$ cat src/rtl/div_pkg.sv
// Shared constants and state encoding for the iterative divider.
package div_pkg;
  localparam int DEF_WIDTH = 18;
  localparam int DEF_CNT_W = $clog2(DEF_WIDTH + 1);

  typedef enum logic [1:0] {
    IDLE = 2'd0,
    CALC = 2'd1,
    FIX  = 2'd2
  } state_t;
endpackage

$ cat src/rtl/div18_iter_if.sv
// Start/busy/done handshake and operand/result bus of the divider.
interface div18_iter_if #(parameter int WIDTH = div_pkg::DEF_WIDTH);
  logic             start;
  logic             signed_op;
  logic [WIDTH-1:0] a;
  logic [WIDTH-1:0] b;
  logic             busy;
  logic             done;
  logic [WIDTH-1:0] q;
  logic [WIDTH-1:0] r;
  logic             div_zero;

  modport master (output start, signed_op, a, b,
                  input  busy, done, q, r, div_zero);
  modport slave  (input  start, signed_op, a, b,
                  output busy, done, q, r, div_zero);
endinterface

$ cat src/rtl/div18_step.sv
// One combinational restoring-division step: shift in a dividend bit, subtract if it fits.
module div18_step #(
  parameter int WIDTH = 18
) (
  input  logic [WIDTH:0]   rem,
  input  logic             dividend_bit,
  input  logic [WIDTH-1:0] divisor,
  output logic [WIDTH:0]   rem_next,
  output logic             q_bit
);
  logic [WIDTH+1:0] shifted;
  logic [WIDTH:0]   diff;

  always_comb begin
    shifted  = {rem, dividend_bit};
    q_bit    = (shifted >= {2'b00, divisor});
    diff     = shifted[WIDTH:0] - {1'b0, divisor};
    rem_next = q_bit ? diff : shifted[WIDTH:0];
  end
endmodule

$ cat src/rtl/div18_iter.sv
// Iterative restoring divider, one quotient bit per clock, fixed 19-edge latency.
// Define DIV_SIGNED_EN to honour signed_op (abs/negate and sign registers).
module div18_iter
  import div_pkg::*;
#(
  parameter int WIDTH = DEF_WIDTH
) (
  input  logic         clk,
  input  logic         rst_n,
  div18_iter_if.slave  io
);
  localparam int CW = $clog2(WIDTH + 1);

  state_t           state;
  logic [CW-1:0]    cnt;
  logic [WIDTH-1:0] dvd;      // dividend shifts out while quotient bits shift in
  logic [WIDTH-1:0] dvs;
  logic [WIDTH:0]   rem;
  logic             dz;
  logic             busy_q, done_q, div_zero_q;
  logic [WIDTH-1:0] q_q, r_q;
  logic [WIDTH:0]   rem_next;
  logic             q_bit;

`ifdef DIV_SIGNED_EN
  logic             q_neg, r_neg;
`else
  logic             signed_unused;
  assign signed_unused = io.signed_op;
`endif

  div18_step #(.WIDTH(WIDTH)) u_step (
    .rem          (rem),
    .dividend_bit (dvd[WIDTH-1]),
    .divisor      (dvs),
    .rem_next     (rem_next),
    .q_bit        (q_bit)
  );

  always_ff @(posedge clk or negedge rst_n) begin
    if (!rst_n) begin
      state      <= IDLE;
      cnt        <= '0;
      dvd        <= '0;
      dvs        <= '0;
      rem        <= '0;
      dz         <= 1'b0;
      busy_q     <= 1'b0;
      done_q     <= 1'b0;
      div_zero_q <= 1'b0;
      q_q        <= '0;
      r_q        <= '0;
`ifdef DIV_SIGNED_EN
      q_neg      <= 1'b0;
      r_neg      <= 1'b0;
`endif
    end else begin
      done_q <= 1'b0;
      case (state)
        IDLE: begin
          if (io.start) begin
`ifdef DIV_SIGNED_EN
            q_neg <= io.signed_op & (io.a[WIDTH-1] ^ io.b[WIDTH-1]);
            r_neg <= io.signed_op & io.a[WIDTH-1];
            dvd   <= (io.signed_op && io.a[WIDTH-1]) ? -io.a : io.a;
            dvs   <= (io.signed_op && io.b[WIDTH-1]) ? -io.b : io.b;
`else
            dvd   <= io.a;
            dvs   <= io.b;
`endif
            dz     <= (io.b == '0);
            rem    <= '0;
            cnt    <= '0;
            busy_q <= 1'b1;
            state  <= CALC;
          end
        end
        CALC: begin
          dvd <= {dvd[WIDTH-2:0], q_bit};
          rem <= rem_next;
          cnt <= cnt + 1'b1;
          if (cnt == CW'(WIDTH - 1)) state <= FIX;
        end
        FIX: begin
          // A zero divisor yields an all-ones magnitude; force it past the sign fix.
`ifdef DIV_SIGNED_EN
          q_q <= dz ? '1 : (q_neg ? -dvd : dvd);
          r_q <= r_neg ? -rem[WIDTH-1:0] : rem[WIDTH-1:0];
`else
          q_q <= dz ? '1 : dvd;
          r_q <= rem[WIDTH-1:0];
`endif
          div_zero_q <= dz;
          done_q     <= 1'b1;
          busy_q     <= 1'b0;
          state      <= IDLE;
        end
        default: state <= IDLE;
      endcase
    end
  end

  assign io.busy     = busy_q;
  assign io.done     = done_q;
  assign io.q        = q_q;
  assign io.r        = r_q;
  assign io.div_zero = div_zero_q;
endmodule

$ cat src/flat_wrapper.sv
// flat-port wrapper written by rule: the top's interface ports become plain ports
module div18_iter_flat import div_pkg::*;
#(
  parameter int WIDTH = DEF_WIDTH
)
  (clk, rst_n, io_start, io_signed_op, io_a, io_b, io_busy, io_done, io_q, io_r, io_div_zero);
  div18_iter_if #(.WIDTH(WIDTH)) io_i ();
  input  logic clk;
  input  logic rst_n;
  input wire logic [$bits(io_i.start)-1:0] io_start;
  input wire logic [$bits(io_i.signed_op)-1:0] io_signed_op;
  input wire logic [$bits(io_i.a)-1:0] io_a;
  input wire logic [$bits(io_i.b)-1:0] io_b;
  output wire logic [$bits(io_i.busy)-1:0] io_busy;
  output wire logic [$bits(io_i.done)-1:0] io_done;
  output wire logic [$bits(io_i.q)-1:0] io_q;
  output wire logic [$bits(io_i.r)-1:0] io_r;
  output wire logic [$bits(io_i.div_zero)-1:0] io_div_zero;
  assign io_i.start = io_start;
  assign io_i.signed_op = io_signed_op;
  assign io_i.a = io_a;
  assign io_i.b = io_b;
  assign io_busy = io_i.busy;
  assign io_done = io_i.done;
  assign io_q = io_i.q;
  assign io_r = io_i.r;
  assign io_div_zero = io_i.div_zero;
  div18_iter #(.WIDTH(WIDTH)) u_core (.clk(clk), .rst_n(rst_n), .io(io_i));
endmodule
$ cat config.mk
export PLATFORM = sky130hd
export DESIGN_NAME = div18_iter_flat
export DESIGN_NICKNAME = d
export VERILOG_FILES = /design/src/rtl/div_pkg.sv /design/src/rtl/div18_iter_if.sv /design/src/rtl/div18_step.sv /design/src/rtl/div18_iter.sv /design/src/flat_wrapper.sv
export SDC_FILE = /design/constraint.sdc
export NUM_CORES = 1
export LEC_CHECK = 0
export CAP_MARGIN = 5
export CORE_UTILIZATION = 50
export CTS_BUF_LIST = sky130_fd_sc_hd__clkbuf_8 sky130_fd_sc_hd__clkbuf_16
export CTS_CLUSTER_DIAMETER = 120
export CTS_CLUSTER_SIZE = 16
export DETAILED_ROUTE_END_ITERATION = 8
export GPL_ROUTABILITY_DRIVEN = 0
export HOLD_SLACK_MARGIN = 0.05
export PLACE_DENSITY = 0.85
export REMOVE_ABC_BUFFERS = 1
export SYNTH_ARGS = -nofsm -noshare
export SYNTH_HDL_FRONTEND = slang
export SYNTH_SLANG_ARGS = --single-unit
$ cat constraint.sdc
create_clock -name clk -period 7.55 [get_ports clk]
set_input_delay 1.51 -clock clk [delete_from_list [all_inputs] [get_ports clk]]
set_output_delay 1.51 -clock clk [all_outputs]
set_load 0.01 [all_outputs]
; After elaboration in Yosys (flattened, before gate mapping)
; Cells that the tools add are included.
[totals]
regBits = 102
inputBits = 40
elab_cells = 41
[classes]
add_sub_neg = 2
magnitude_cmp = 1
n_eq_ne = 5
muxes = 14
n_reduce_logical = 8
[op_table]
columns = cell, n
row1 = $mux 19, 2
row2 = $pmux 19 s2, 1
row3 = $mux 18, 2
row4 = $pmux 18 s2, 1
row5 = $ge 20x18->1, 1
row6 = $sub 19x18->19, 1
row7 = $logic_not 18->1, 1
row8 = $pmux 5 s2, 1
row9 = $reduce_and 2->1, 4
row10 = $add 5x1->5 const B, 1
row11 = $eq 5x5->1 const B, 1
row12 = $mux 5, 1
row13 = $mux 2, 2
row14 = $pmux 2 s2, 1
row15 = $reduce_bool 2->1, 2
row16 = $eq 2x1->1 const B, 1
row17 = $eq 2x2->1 const B, 1
row18 = $logic_not 2->1, 1
row19 = $mux 1, 2
row20 = $ne 2x1->1 const B, 1
row21 = $ne 2x2->1 const B, 1
row22 = $pmux 1 s2, 1

; Longest topological paths before layout
; Gate-level depths: netlist of run 1.
[logic_depth]
word_depth = 3
ltp_mapped = 12
mapped_depth_nobuf = 11

; Cells and area by module
; A second synthesis of run 1 with hierarchy kept.
[unflattened]
cells_unflattened = 601
area_unflattened_um2 = 5627.9
[modules_own_cells]
columns = module, n_inst, cells_per_inst, area_each_um2, seq_area_each_um2
row1 = div18_iter, 1, 406, 4196.5, 2552.4
row2 = div18_step, 1, 195, 1431.4, 0.0

; Worst setup path after synthesis of run 1
; No wires, ideal clock.
[synth_timing]
path_kind = input to register
start = in io_b[3]
end = reg u_core.dz
t_arrival_ns = 2.572
required_ns = 7.473
setup_slack_ns = 4.901
stages = 3
path_cell_list = or4_1 > or4_1 > o21ai_1
[synth_between]
elab_chain_len = 1
[synth_lines]
columns = element, line
row1 = "start, declared", flat_wrapper.sv:13  ; input wire logic [$bits(io_i.b)-1:0] io_b;
row2 = $logic_not 18->1, div18_iter.sv:71  ; dz <= (io.b == '0);
row3 = "end signal, assigned", div18_iter.sv:71
row4 = "end, declared", div18_iter.sv:19  ; logic dz;
; No other way between the ends.
; A chain may end at the register's enable or synchronous reset.

; Worst setup path in the final report of run 1
[layout_timing]
start = reg u_core.dvd[17]
end = reg u_core.rem[13]
[layout_between]
elab_chain_len = 3
elab_cells_between_ends = 4
cone_classes = 1 x add/sub / 1 x order compare / 2 x mux
[layout_lines]
columns = element, line
row1 = "start, declared", div18_iter.sv:16  ; logic [WIDTH-1:0] dvd;
row2 = "start signal, assigned", div18_iter.sv:68  ; dvd <= io.a;
row3 = "start signal, assigned", div18_iter.sv:79  ; dvd <= {dvd[WIDTH-2:0], q_bit};
row4 = $sub 19x18->19 or $ge 20x18->1 (tied branches), "div18_step.sv:17, div18_step.sv:16"
row5 = $mux 19 *, div18_step.sv:18  ; rem_next = q_bit ? diff : shifted[WIDTH:0];
row6 = $pmux 19 s2 *, div18_iter.sv:59  ; case (state)
row7 = "end signal, assigned", div18_iter.sv:80  ; rem <= rem_next;
row8 = "end, declared", div18_iter.sv:18  ; logic [WIDTH:0] rem;
; Mark *: on every way between the ends. The rest lies on a longest branch, timed or not.

==> results of run 1 <==
## per-stage QoR
stage / utilization, % / setup WS [ns] / hold WS, ns / instances
2_1_floorplan: - / 4.36 / 0.449 / 510
3_3_place_gp: 60.6 / 4.19 / 0.459 / 725
3_5_place_dp: 60.6 / 4.13 / 0.471 / 725
4_1_cts: 62.7 / 4.12 / 0.496 / 741
5_1_grt: 62.7 / 3.90 / 0.521 / 741
6_report: 62.7 / 4.09 / 0.488 / 741
## Yosys cell counts (4+ instances only)
cell type | n | share of area (%)
dfrtp_1 | 102 | 50
nor2_1 | 61 | 4.5
nand2_1 | 59 | 4.3
o21ai_0 | 50 | 4.9
nand3_1 | 29 | 2.8
inv_1 | 26 | 1.9
clkbuf_1 | 22 | 1.6
ha_1 | 20 | 4.9
o21ai_1 | 19 | 1.9
a21oi_1 | 18 | 1.8
mux2_2 | 18 | 4.0
o22ai_1 | 17 | 2.1
mux2i_1 | 10 | 2.0
xor2_1 | 10 | 1.7
a31oi_1 | 6 | 0.73
nand4_1 | 6 | 0.73
xnor2_1 | 6 | 1.0
buf_2 | 5 | 0.49
nand2b_1 | 4 | 0.49
o211ai_1 | 4 | 0.59
## logic make-up (layout without fill, tap and decap cells)
kind of cell	after synthesis	after routing
muxes	28	28
buffers and inverters	56	124
AOI/OAI and AO/OA	135	135
adders and majority gates	21	21
and+or+nand+nor	182	182
xor gates and xnor gates	16	16
DFF	102	102
## flip-flops by register name, summed over array words and instances, names as in the netlist
name and count:
u_core.rem 19, u_core.dvd 18, u_core.dvs 18, u_core.io.q 18
u_core.io.r 18, u_core.cnt 5, u_core.state 2, u_core.dz 1
u_core.io.busy 1, u_core.io.div_zero 1, u_core.io.done 1
## how the worst min path moves through the flow
stage               depth (start not counted)                          to                  startpoint  slack (ns)
floorplan                                   1   u_core.cnt[4]$_DFFE_PN0P_   u_core.cnt[4]$_DFFE_PN0P_        0.45
global placement                            2  u_core.io.q[9]$_DFFE_PN0P_  u_core.io.q[9]$_DFFE_PN0P_        0.46
detailed placement                          2  u_core.io.q[4]$_DFFE_PN0P_  u_core.io.q[4]$_DFFE_PN0P_        0.47
CTS                                         2  u_core.io.q[4]$_DFFE_PN0P_  u_core.io.q[4]$_DFFE_PN0P_        0.50
global route                                2  u_core.io.q[4]$_DFFE_PN0P_  u_core.io.q[4]$_DFFE_PN0P_        0.52
finish                                      2  u_core.io.q[4]$_DFFE_PN0P_  u_core.io.q[4]$_DFFE_PN0P_        0.49
## cell type report
class / instances / area share (%)
clock buffers: 9 / 2.00
clock inverters: 7 / 1.40
inverters: 26 / 1.58
multi-input cells: 382 / 38.1
flip-flops and latches: 102 / 41.3
well taps: 133 / 2.69
repair buffers: 82 / 13.0
## worst max-delay path, delay by kind of cell, from the launching register on
kind	cells	cell delay, ns
AOI/OAI and AO/OA	5	1.39
adders and majority gates	2	0.61
buffers and inverters	3	0.49
DFF	1	0.41
and+or+nand+nor	2	0.42
## per-layer routing
layer / wire length [um] / part of all wire (%) / up-vias
met2: 5480 / 47 / 157
met3: 690 / 5.9 / 21
li1: - / - / 2021
met5: 0 / 0 / -
met1: 5340 / 46 / 2009
met4: 166 / 1.4 / 0
## power by group through the flow
stage          logic (mW)  clock network (mW)  registers [mW]
2_1_floorplan        1.20                   0            1.01
3_3_place_gp         1.67                   0           0.992
3_5_place_dp         1.75                   0            1.01
4_1_cts              1.76               0.380           0.994
5_1_grt              1.97               0.408            1.03
6_report             1.77               0.377           0.994
==> results.json, run 1 <==
{
  "p_per_area_nw_per_um2": 508,
  "yosysWarningCount": 0,
  "htree_num_levels": 3,
  "number_of_global_route_vias_before_repair": 4097,
  "crit_fanout": 12,
  "met1_usage_pct": 31.9,
  "synthXorXnorAreaFrac_pct": 2.74,
  "post-route-min-period_ns": 3.46,
  "root_buffer_selected_by_cts": "clkbuf_8",
  "detailedPlacementHpwl_mm": 8.08,
  "max_slew_margin_pct": 28.3,
  "clock.fmax_mhz": 289,
  "grt.met3_usage_pct": 4.57,
  "sequential_cell_area_fraction_in_the_yosys_report_pct": 49.8,
  "dpl-instance-area_um2": 5980,
  "layout_commonest_cell": "dfrtp_1",
  "cts-root-to-sink-buffers": 2,
  "seq_area_um2": 2550,
  "syn_inst": 540,
  "mostFrequentLayoutCells": "dfrtp_1 (102), clkdlybuf4s50_1 (76), nor2_1 (61), nand2_1 (58), o21ai_0 (50)",
  "cpPeakStageDelay_ns": 0.61,
  "worstPathRequired_ns": 7.80,
  "syn-mean-instance-area_um2": 9.49,
  "met2_usage_pct": 38.2,
  "antenna_left": 0,
  "remaining_drc_errors": 0,
  "setup_violations": 0,
  "yosys.area_share.adder_pct": 5.27,
  "cts_hold_repair.buffers": 0,
  "cell_area_synth_um2": 5120,
  "tightest_slew_ns": 1.07,
  "multi_input_comb_area_um2": 2350,
  "power_frac_comb_pct": 56.4,
  "area_growth_syn_to_layout_pct": 20.8,
  "status": "finished, final reports clean",
  "starting_utilization_of_the_core_area_pct": 51.9,
  "timing.rr.start": "u_core.dvd[17]$_DFFE_PN0P_",
  "floorplan.die.height_um": 103,
  "rsz0062_at_grt": "no",
  "post_synthesis_cell_type_count": 52,
  "clkLatencyLatePin_ns": 0.39,
  "grt.overflow.total": 0,
  "placementRows": 36,
  "synth_top_family_by_area": "simple AND/OR/NAND/NOR gates",
  "initial_antenna_violation_count": 0,
  "cts_post_setup_buffers_inserted": 0,
  "reg2reg_slack_ns": 4.09,
  "synth_mux_area_share_pct": 5.91,
  "gr-max-usage-layer": "met2",
  "floorplan.die.width_um": 103,
  "final_min_period_over_clock_period_pct": 45.9,
  "antenna_cells_inserted": 0,
  "clockPowerShare_pct": 12.0,
  "critical_path.endpoint_type": "flop",
  "worstSetupStartpoint": "u_core.dvd[17]$_DFFE_PN0P_",
  "grt_usage_pct": 23.6,
  "compound_gate_portion_of_the_synthesized_area_pct": 15.6,
  "cts-buffers-inserted": 9,
  "layout-drive-gt1-share_pct": 8.22,
  "critical_path.slowest_cell": "a31oi_2",
  "dr.first_iter.drc_count": 284,
  "maximum_number_of_pins_on_one_net_before_global_route_repair": 58,
  "synth_top_flop_cell": "dfrtp_1",
  "asyncSetResetFlopFracSynth_pct": 100,
  "hold_path_class": "flop to flop",
  "detail_route.wl_per_cell_um": 15.8,
  "vias_per_cell": 5.68,
  "critical_path.startpoint_type": "flop",
  "clk_pin_slew_ns": 0.11,
  "setup-tns-final_ns": 0,
  "regToRegEndpoint": "u_core.rem[13]$_DFFE_PN0P_",
  "num_vias": 4208,
  "portBuffers": 77,
  "p_switching_mw": 1.37,
  "p_total_mw": 3.14,
  "clkSinkCount": 102,
  "postSynthRegisterBits": 102,
  "p_int_mw": 1.77,
  "number_of_enable_flip_flop_cells_after_synthesis": 0,
  "worst_vdd_ir_mv": 0.190,
  "timing.critical_path.arrival_ns": 3.71,
  "crit_chain": "inv_1 -> ha_1 -> inv_1 -> fa_1 -> a211oi_1 -> o21ai_2 -> nand3_4 -> a21oi_4 -> a31oi_2 -> buf_4 -> nand2b_1 -> o211ai_1",
  "die_area_um2": 10700,
  "core_region_area_um2": 9860,
  "io_pins": 79,
  "maxCapViolations": 0,
  "yosys.area_share.simple_pct": 16.2,
  "worst_path_most_repeated_cell": "inv_1",
  "critPathCapture": "u_core.rem[13]$_DFFE_PN0P_",
  "postLayoutCellArea_um2": 6190,
  "detail_route.first_pass.iterations": 5,
  "p_leak_nw": 2.66,
  "timing.final.hold_violations": 0,
  "cts_repair_resize_count": 0,
  "layout.filler_cells": 777,
  "ff2ff_path_depth": 12,
  "worst-setup-path-type": "flop to flop",
  "postRouteWirelength_mm": 11.7,
  "fraction_of_power_spent_switching_nets_pct": 43.6,
  "share_seq_of_total_power_pct": 31.6,
  "final.setup_skew_ns": 0.0132,
  "final-max-slew-violation-count": 0,
  "cts_tree": "done",
  "wire_length_of_the_first_global_routing_pass_mm": 19.5,
  "finish.net_count": 664
}
Note: power is estimated with default switching activity, not from simulation.
==> run 2: changes to the inputs <==
==> constraint.sdc (replaced) <==
create_clock -name clk -period 3.3 [get_ports clk]
set_input_delay 0.66 -clock clk [delete_from_list [all_inputs] [get_ports clk]]
set_output_delay 0.66 -clock clk [all_outputs]
set_load 0.01 [all_outputs]
==> run 2 against run 1 <==
  * Largest power group unchanged
  * Critical endpoint is now u_core.rem[10]$_DFFE_PN0P_
  * Sequential cell count is the same
  * Sequential power is 130% higher
  * Cell count up 0.40%
  * Hold slack worse by 0.14 ns
  * Largest cell class unchanged
  * Routed wire length up 0.64%
==> results.json, run 2 (synthesis results as in run 1) <==
{
  "status": "finished, final reports clean",
  "setup-tns-final_ns": 0,
  "final_min_period_over_clock_period_pct": 87.4,
  "antenna_cells_inserted": 0,
  "layout_commonest_cell": "dfrtp_1",
  "core_region_area_um2": 9860,
  "cts_hold_repair.buffers": 0,
  "worst_vdd_ir_mv": 0.423,
  "starting_utilization_of_the_core_area_pct": 51.9,
  "io_pins": 79,
  "worstPathRequired_ns": 3.55,
  "number_of_global_route_vias_before_repair": 4135,
  "critical_path.endpoint_type": "flop",
  "max_reg_flops": 19,
  "cts_tree": "done",
  "floorplan.die.height_um": 103,
  "critical_path.startpoint_type": "flop",
  "final-max-slew-violation-count": 0,
  "maximum_number_of_pins_on_one_net_before_global_route_repair": 61,
  "layout-drive-gt1-share_pct": 8.67,
  "die_area_um2": 10700,
  "power_frac_comb_pct": 57.3,
  "detail_route.wl_per_cell_um": 15.8,
  "rsz0062_at_grt": "no",
  "clkSinkCount": 102,
  "remaining_drc_errors": 0,
  "clockPowerShare_pct": 10.7,
  "clkLatencyLatePin_ns": 0.38,
  "worst-setup-path-type": "flop to flop",
  "tightest_slew_ns": 1.10,
  "stdcell_count": 744,
  "antenna_left": 0,
  "clk_pin_slew_ns": 0.11,
  "place_inst": 728,
  "detailedPlacementHpwl_mm": 8.18,
  "cts_repair_resize_count": 0,
  "root_buffer_selected_by_cts": "clkbuf_8",
  "share_seq_of_total_power_pct": 32.0,
  "final_util_pct": 62.8,
  "vias_per_cell": 5.74,
  "mostFrequentLayoutCells": "dfrtp_1 (102), clkdlybuf4s50_1 (76), nor2_1 (61), nand2_1 (58), o21ai_0 (50)",
  "p_leak_nw": 2.67,
  "final.setup_skew_ns": 0.00999,
  "cts_post_setup_buffers_inserted": 0,
  "floorplan.die.width_um": 103,
  "area_growth_syn_to_layout_pct": 21.0,
  "cts-buffers-inserted": 9,
  "max_slew_margin_pct": 26.2,
  "reg2reg_slack_ns": 0.42,
  "post-route-min-period_ns": 2.88,
  "wire_length_of_the_first_global_routing_pass_mm": 19.4,
  "maxCapViolations": 0,
  "setup_violations": 0,
  "timing.final.hold_violations": 0,
  "regMostFlops": "u_core.rem",
  "grt_usage_pct": 23.5,
  "initial_antenna_violation_count": 0,
  "num_vias": 4269,
  "holdWs_ns": 0.353,
  "regToRegEndpoint": "u_core.rem[10]$_DFFE_PN0P_",
  "postRouteWirelength_mm": 11.8,
  "hold_path_class": "primary input to async pin",
  "p_int_mw": 4.00,
  "htree_num_levels": 3,
  "post-place-ws_ns": 0.462,
  "finish.net_count": 667,
  "p_per_area_nw_per_um2": 1150,
  "grt.overflow.total": 0,
  "timing.rr.start": "u_core.dvd[17]$_DFFE_PN0P_",
  "dr.first_iter.drc_count": 293,
  "setup_slack_ns": 0.416,
  "ff2ff_path_depth": 12,
  "detail_route.first_pass.iterations": 5,
  "p_switching_mw": 3.15,
  "clock.fmax_mhz": 347,
  "cts-root-to-sink-buffers": 2,
  "layout.filler_cells": 811,
  "portBuffers": 77,
  "timing.critical_path.arrival_ns": 3.14,
  "fraction_of_power_spent_switching_nets_pct": 44.1,
  "crit_fanout": 14,
  "placementRows": 36
}
run 2: cell types whose count changed in the layout (fill, tap and decap cells not counted), sizes merged:
cell and delta:
buf +3, bufinv -1, clkinv +2, inv -1
run 2: power by group through the flow:
stage,registers [mW],clock network (mW),logic [mW]
final,2.29,0.767,4.10
after global routing,2.36,0.826,4.55
after CTS,2.28,0.778,4.08
after detailed placement,2.31,0,4.01
after global placement,2.28,0,3.84
after floorplan,2.30,0,2.74
run 2: worst max path at each step:
stage / start / to / slack, ns
floorplan: u_core.dvd[17]$_DFFE_PN0P_ / u_core.rem[11]$_DFFE_PN0P_ / 0.34
global placement: u_core.dvd[17]$_DFFE_PN0P_ / u_core.rem[15]$_DFFE_PN0P_ / 0.57
detailed placement: u_core.dvd[17]$_DFFE_PN0P_ / u_core.rem[15]$_DFFE_PN0P_ / 0.46
CTS: u_core.dvd[17]$_DFFE_PN0P_ / u_core.rem[10]$_DFFE_PN0P_ / 0.43
global route: u_core.dvd[17]$_DFFE_PN0P_ / u_core.rem[5]$_DFFE_PN0P_ / 0.18
finish: u_core.dvd[17]$_DFFE_PN0P_ / u_core.rem[10]$_DFFE_PN0P_ / 0.42
run 2: final cells by class:
cell class	count	area [um^2]	area share (%)
inverter	26	97.6	1.57
sequential	102	2550	41.2
clock buffer	9	124	2.00
tap	133	166	2.68
timing repair buffer	85	841	13.6
clock inverter	7	62.6	1.01
multi-input combinational	382	2350	38.0
run 2: through the flow:
step                total power [mW]  area, um^2
floorplan                       5.04        4990
global placement                6.12        6010
detailed placement              6.32        6010
CTS                             7.14        6200
global route                    7.74        6200
finish                          7.15        6200
run 2: metal layers:
layer	share of wire [%]	track usage, %	up-vias
met5	0	0	-
met4	2.6	9.86	0
met3	5.9	3.63	28
met2	47	39.1	182
met1	44	30.8	2037
li1	-	-	2022
run 2: worst max-delay path, stage by stage, from the launching register on:
cell      delay [ns]
dfrtp_1         0.41
inv_1           0.09
ha_1            0.20
inv_1           0.07
fa_1            0.44
a211oi_1        0.40
o21ai_2         0.18
nand3_4         0.12
a21oi_4         0.07
a31oi_2         0.22
buf_4           0.28
mux2i_1         0.21
o21ai_1         0.08
